### config.mk
export PLATFORM = sky130hd
export DESIGN_NAME = exec_stage
export DESIGN_NICKNAME = d
export VERILOG_FILES = /design/src/rtl/exec_stage.sv
export SDC_FILE = /design/constraint.sdc
export NUM_CORES = 1
export LEC_CHECK = 0
export CORE_UTILIZATION = 38
export DETAILED_ROUTE_END_ITERATION = 6
export PLACE_DENSITY = 0.74
export SYNTH_ARGS = -nofsm -noshare
export SYNTH_HDL_FRONTEND = slang
export SYNTH_SLANG_ARGS = --single-unit
### constraint.sdc
create_clock -name clk -period 1.3 [get_ports clk]
set_clock_uncertainty 0.1 [all_clocks]
set_input_delay 0.13 -clock clk [delete_from_list [all_inputs] [get_ports clk]]
set_output_delay 0.13 -clock clk [all_outputs]
set_load 0.02 [all_outputs]
### src/rtl/exec_stage.sv
// exec_stage -- two-register execute stage wrapped around an external ALU.
// Stage X holds the issued operation and drives the ALU; stage W captures the
// ALU result and presents it to writeback. The PSR is loaded from the ALU flags
// as an operation moves from X into W.
// Optional feature: define EXEC_FWD_EN to forward in-flight results into the
// operands captured by X (X result first, then W result).

package exec_pkg;
   localparam logic [3:0] OP_ADD  = 4'h0;
   localparam logic [3:0] OP_SUB  = 4'h1;
   localparam logic [3:0] OP_AND  = 4'h2;
   localparam logic [3:0] OP_OR   = 4'h3;
   localparam logic [3:0] OP_XOR  = 4'h4;
   localparam logic [3:0] OP_NOT  = 4'h5;
   localparam logic [3:0] OP_SHL  = 4'h6;
   localparam logic [3:0] OP_SHR  = 4'h7;
   localparam logic [3:0] OP_MOV  = 4'h8;
   localparam logic [3:0] OP_CMP  = 4'h9;
   localparam logic [3:0] OP_CMPR = 4'ha;
   localparam logic [3:0] OP_ADDC = 4'hb;
   localparam logic [3:0] OP_SUBC = 4'hc;
   // Codes 4'hd..4'hf are undefined.

   // Opcodes that produce a register result; compares and undefined codes never write.
   function automatic logic op_writes_reg(input logic [3:0] op);
      logic w;
      w = 1'b0;
      case (op)
         OP_ADD, OP_SUB, OP_AND, OP_OR, OP_XOR, OP_NOT,
         OP_SHL, OP_SHR, OP_MOV, OP_ADDC, OP_SUBC: w = 1'b1;
         default:                                  w = 1'b0;
      endcase
      return w;
   endfunction
endpackage

module exec_stage
   import exec_pkg::*;
(
   input  logic        clk,
   input  logic        rst_n,
   // issue side
   input  logic        in_valid,
   output logic        in_ready,
   input  logic [3:0]  in_opcode,
   input  logic [15:0] in_a,
   input  logic [15:0] in_b,
   input  logic [3:0]  in_srca,
   input  logic [3:0]  in_srcb,
   input  logic [3:0]  in_dest,
   input  logic        in_wr,
   input  logic        in_wr_psr,
   // ALU side
   output logic [15:0] alu_a,
   output logic [15:0] alu_b,
   output logic [3:0]  alu_opcode,
   input  logic [15:0] alu_c,
   input  logic        alu_flag,
   input  logic        alu_low,
   input  logic        alu_negative,
   input  logic        alu_zero,
   // writeback side
   output logic        out_valid,
   input  logic        out_ready,
   output logic [15:0] out_result,
   output logic [3:0]  out_dest,
   output logic        out_wr,
   // processor status register
   output logic        psr_flag,
   output logic        psr_low,
   output logic        psr_negative,
   output logic        psr_zero
);

   // Handshake: a transfer happens on any rising edge where valid and ready are
   // both 1. The producer keeps valid and payload stable until that edge; ready
   // may be computed from downstream ready combinationally (never from valid).

   typedef struct packed {
      logic [3:0]  opcode;
      logic [15:0] a;
      logic [15:0] b;
      logic [3:0]  dest;
      logic        wr;
      logic        wr_psr;
   } x_stage_t;

   x_stage_t    x_q;
   logic        x_valid;
   logic        w_valid;
   logic [15:0] w_result;
   logic [3:0]  w_dest;
   logic        w_wr;
   logic [3:0]  psr_q;

   logic        w_advance;
   logic        x_ready;
   logic        x_to_w;
   logic [15:0] op_a;
   logic [15:0] op_b;

   // W drains when empty or accepted; X accepts when empty or draining into W.
   assign w_advance = !w_valid || out_ready;
   assign x_ready   = !x_valid || w_advance;
   assign x_to_w    = w_advance && x_valid;

   // During reset the issue port looks free and nothing is presented.
   assign in_ready  = x_ready || !rst_n;
   assign out_valid = w_valid && rst_n;

`ifdef EXEC_FWD_EN
   logic x_hit_a;
   logic x_hit_b;
   logic w_hit_a;
   logic w_hit_b;

   // Operand forwarding: the result still in X (on alu_c) beats the one in W.
   always_comb begin
      x_hit_a = x_valid && x_q.wr && (x_q.dest == in_srca);
      x_hit_b = x_valid && x_q.wr && (x_q.dest == in_srcb);
      w_hit_a = w_valid && w_wr && (w_dest == in_srca);
      w_hit_b = w_valid && w_wr && (w_dest == in_srcb);
      op_a = in_a;
      op_b = in_b;
      if (x_hit_a)
         op_a = alu_c;
      else if (w_hit_a)
         op_a = w_result;
      if (x_hit_b)
         op_b = alu_c;
      else if (w_hit_b)
         op_b = w_result;
   end
`else
   // Without forwarding the source indices carry no meaning for this stage.
   logic unused_src;
   assign unused_src = ^{in_srca, in_srcb};
   assign op_a = in_a;
   assign op_b = in_b;
`endif

   // Stage X: capture the issue port whenever X is free or draining into W.
   always_ff @(posedge clk) begin
      if (!rst_n) begin
         x_valid <= 1'b0;
         x_q     <= '0;
      end else if (x_ready) begin
         x_valid     <= in_valid;
         x_q.opcode  <= in_opcode;
         x_q.a       <= op_a;
         x_q.b       <= op_b;
         x_q.dest    <= in_dest;
         x_q.wr      <= in_wr && op_writes_reg(in_opcode);
         x_q.wr_psr  <= in_wr_psr;
      end
   end

   // Stage W: take the ALU result of X; bubbles only clear w_valid.
   always_ff @(posedge clk) begin
      if (!rst_n) begin
         w_valid  <= 1'b0;
         w_result <= 16'h0000;
         w_dest   <= 4'h0;
         w_wr     <= 1'b0;
      end else if (w_advance) begin
         w_valid <= x_valid;
         if (x_valid) begin
            w_result <= alu_c;
            w_dest   <= x_q.dest;
            w_wr     <= x_q.wr;
         end
      end
   end

   // PSR: load ALU flags when a valid operation with wr_psr moves into W.
   always_ff @(posedge clk) begin
      if (!rst_n) begin
         psr_q <= 4'h0;
      end else if (x_to_w && x_q.wr_psr) begin
         psr_q <= {alu_flag, alu_low, alu_negative, alu_zero};
      end
   end

   assign alu_a        = x_q.a;
   assign alu_b        = x_q.b;
   assign alu_opcode   = x_q.opcode;

   assign out_result   = w_result;
   assign out_dest     = w_dest;
   assign out_wr       = w_wr;

   assign psr_flag     = psr_q[3];
   assign psr_low      = psr_q[2];
   assign psr_negative = psr_q[1];
   assign psr_zero     = psr_q[0];

endmodule

==> metrics <==
status finished with violations; failing checks setup timing; largest net degree at the start of global routing 37; Post-Synth Simple-Gate Area ~16%; DRT antenna net count 0; fmax 0.741 GHz; leading area contributor after synthesis dfxtp_1; leading cell type in the layout, fill and taps excluded nand2_1; iteration count of the initial detailed-routing pass 4; XOR/XNOR Fraction of Synth Area 0%; DIE WIDTH 93.4 µm; critical path startpoint w_valid; minimum clock period between 1 and 1.5 ns; Synth Warn # 0; Final Setup Violations 1; Root Driver clkbuf_8; pwr dens 1050 nW/µm²; worst-path maximum fanout 5; Core Util, Final 56.9%; clock tree buffer depth 2; gr ovfl total 0; PortBufs 128; Slew HR 79.6%; Antenna diodes 0; HP Class primary input to flop; total wire length approximately 7600 µm; Synth Area in Compound Gates 23.5%; Synthesized Nets 422; Die Y 93.4 µm; crit share post-route 104%; most frequent cells in the layout nand2_1, dfxtp_1, clkdlybuf4s50_1; initial antenna violation count 0; Worst setup SP type flop; initial core utilization about two fifths; Sink Count 69; first-pass GRT wire length ~12000 µm; layout cells sized above 1 19.6%; combinational family with the most area after synthesis compound AO/OA/AOI/OAI gates; wire per inst 13.9 µm; top cell type's share of synthesized area 43.5%; Total Neg Setup Slack -0.0493 ns; DR iter-0 viols 59; Max Cap Viol 0; vias in the first global route 2448; clk_lat worst skew 0.34 ns; worst vdd ir 0.000596 V; Core Box Area slightly below 8000 µm²; register bit total from synthesis 69; FP Rows 32; FF/Latch Area 1390 µm²; min-delay src rst_n; detailed placement HPWL 5320 µm; area of the multi-input gates 1330 µm²; Crit Path Class flop to output port; Synth async-reset ratio 0%; via count between 2000 and 3000; Worst-Margin Slew between 0.3 and 0.4 ns; detailed-route DRC error count 0; max-slew violation count 0; routed vias/inst around 4.7; synthesized area per cell around 9.1 µm²; I/O Pins 137; Cell Area, Synth 3170 µm²; routability-driven placement congestion ratio 0.711; Distinct cells, synth 27; fill count 721; Reg-to-Reg Start w_valid; H-Tree Depth 3; top_reg_cell synth dfxtp_1; largest cells by area after synthesis dfxtp_1, a21boi_2, nand2_1, buf_4, a21boi_0; Mapped Cells 347; mux cell area share after synthesis 1.26%; leakage 1.96 nW; die area 8720 µm²; Setup crit end kind output port; CTS clk-pin slew, worst paths 0.07 ns; clock buffer count from CTS 9; CP arrival 1.12 ns; sequential element share of the synthesized area 43.5%; Req. time, crit path 1.07 ns; PnR worst setup slack -0.0493 ns; Final Hold Vio Count 0; RSZ-0062 raised after global routing true; nets@finish roughly 520; adder and majority gate portion of the synthesized area 0.394%; R2R setup slack 0.04 ns; Area Growth Syn to Fin 41.4%; EDFF count, synth 0; CTS tree yes; Hold Buf Count CTS 0; GRT Total Usage ~18%
## area by class of cell
type                       count  share of cell area [%]
timing repair buffer         147                    32.0
sequential                    69                    31.0
multi-input combinational    212                    29.7
clock buffer                  10                    3.07
tap                          102                    2.85
clock inverter                 4                    1.12
inverter                       3                   0.251
## final timing paths
kind	end	cells past startpoint
max	in_ready	3
min	x_valid	3
max reg2reg	x_valid	4
min reg2reg	alu_b[12]	2
## registers in the layout (all words and copies together), names as in the netlist
register and count:
alu_a 16, out_dest 4, out_result 16, w_valid 1, out_wr 1, x_q 6, alu_opcode 4, psr_q 4
x_valid 1, alu_b 16
## logic make-up (layout without fill, tap and decap cells)
logic type | count (synthesis) | count (layout)
buf+inv | 66 | 164
compound gates | 87 | 87
flops | 69 | 69
mux | 4 | 4
fa+ha+maj | 1 | 1
simple gates | 120 | 120
## metal layers
layer | GRT usage (%) | up-vias | share of wire, %
met4 | 9.49 | 0 | 3.1
met3 | 3.50 | 19 | 5.0
met1 | 21.3 | 1179 | 42
met5 | 0 | - | 0
li1 | - | 1294 | -
met2 | 29.8 | 79 | 50
## power breakdown
| group | total, W | internal (W) | leakage, nW | switching (W) |
|---|---|---|---|---|
| Combinational | 0.000766 | 0.000417 | 1.29 | 0.000348 |
| Clock | 0.00168 | 0.000913 | 0.0902 | 0.000766 |
| Sequential | 0.00228 | 0.00222 | 0.571 | 0.0000544 |
## worst max-delay path: stages, from the launching register on
cell and delay (ns):
dfxtp_4 0.37, and3b_2 0.23, nand2_2 0.06, buf_6 0.13
## metrics by stage
| stage | cells | cell area, µm² | total power (W) | worst slack (ns) | hold slack [ns] |
|---|---|---|---|---|---|
| 3_3_place_gp | 529 | 4240 | 0.00312 | -0.443 | 0.341 |
| 2_1_floorplan | 347 | 3170 | 0.00278 | 0.0716 | 0.154 |
| 5_1_grt | 547 | 4490 | 0.00493 | -0.0859 | 0.188 |
| 6_report | 547 | 4490 | 0.00472 | -0.0493 | 0.173 |
| 4_1_cts | 543 | 4370 | 0.00477 | -0.0345 | 0.150 |
| 3_5_place_dp | 529 | 4240 | 0.00314 | -0.449 | 0.346 |
## cells in the mapped netlist (2+ instances only)
cell      number
clkbuf_2       2
a21boi_1       3
and3_1         2
nand3_1       21
mux2i_1        4
buf_4         36
dfxtp_1       69
inv_1          3
clkbuf_1       8
buf_8          3
nand2_2        8
nand2_1       84
buf_2         10
o21ai_0       21
buf_6          3
a21boi_2      38
a21boi_0      22
## timing repair
| action | 4_1_cts | 5_1_grt |
|---|---|---|
| cloned | 0 | 1 |
| setup endpoints to repair | 131 | 77 |
| pin swaps | 1 | 2 |
| buffers inserted | 0 | 3 |
| resized for setup | 78 | 24 |
(Power assumes the default switching activity.)
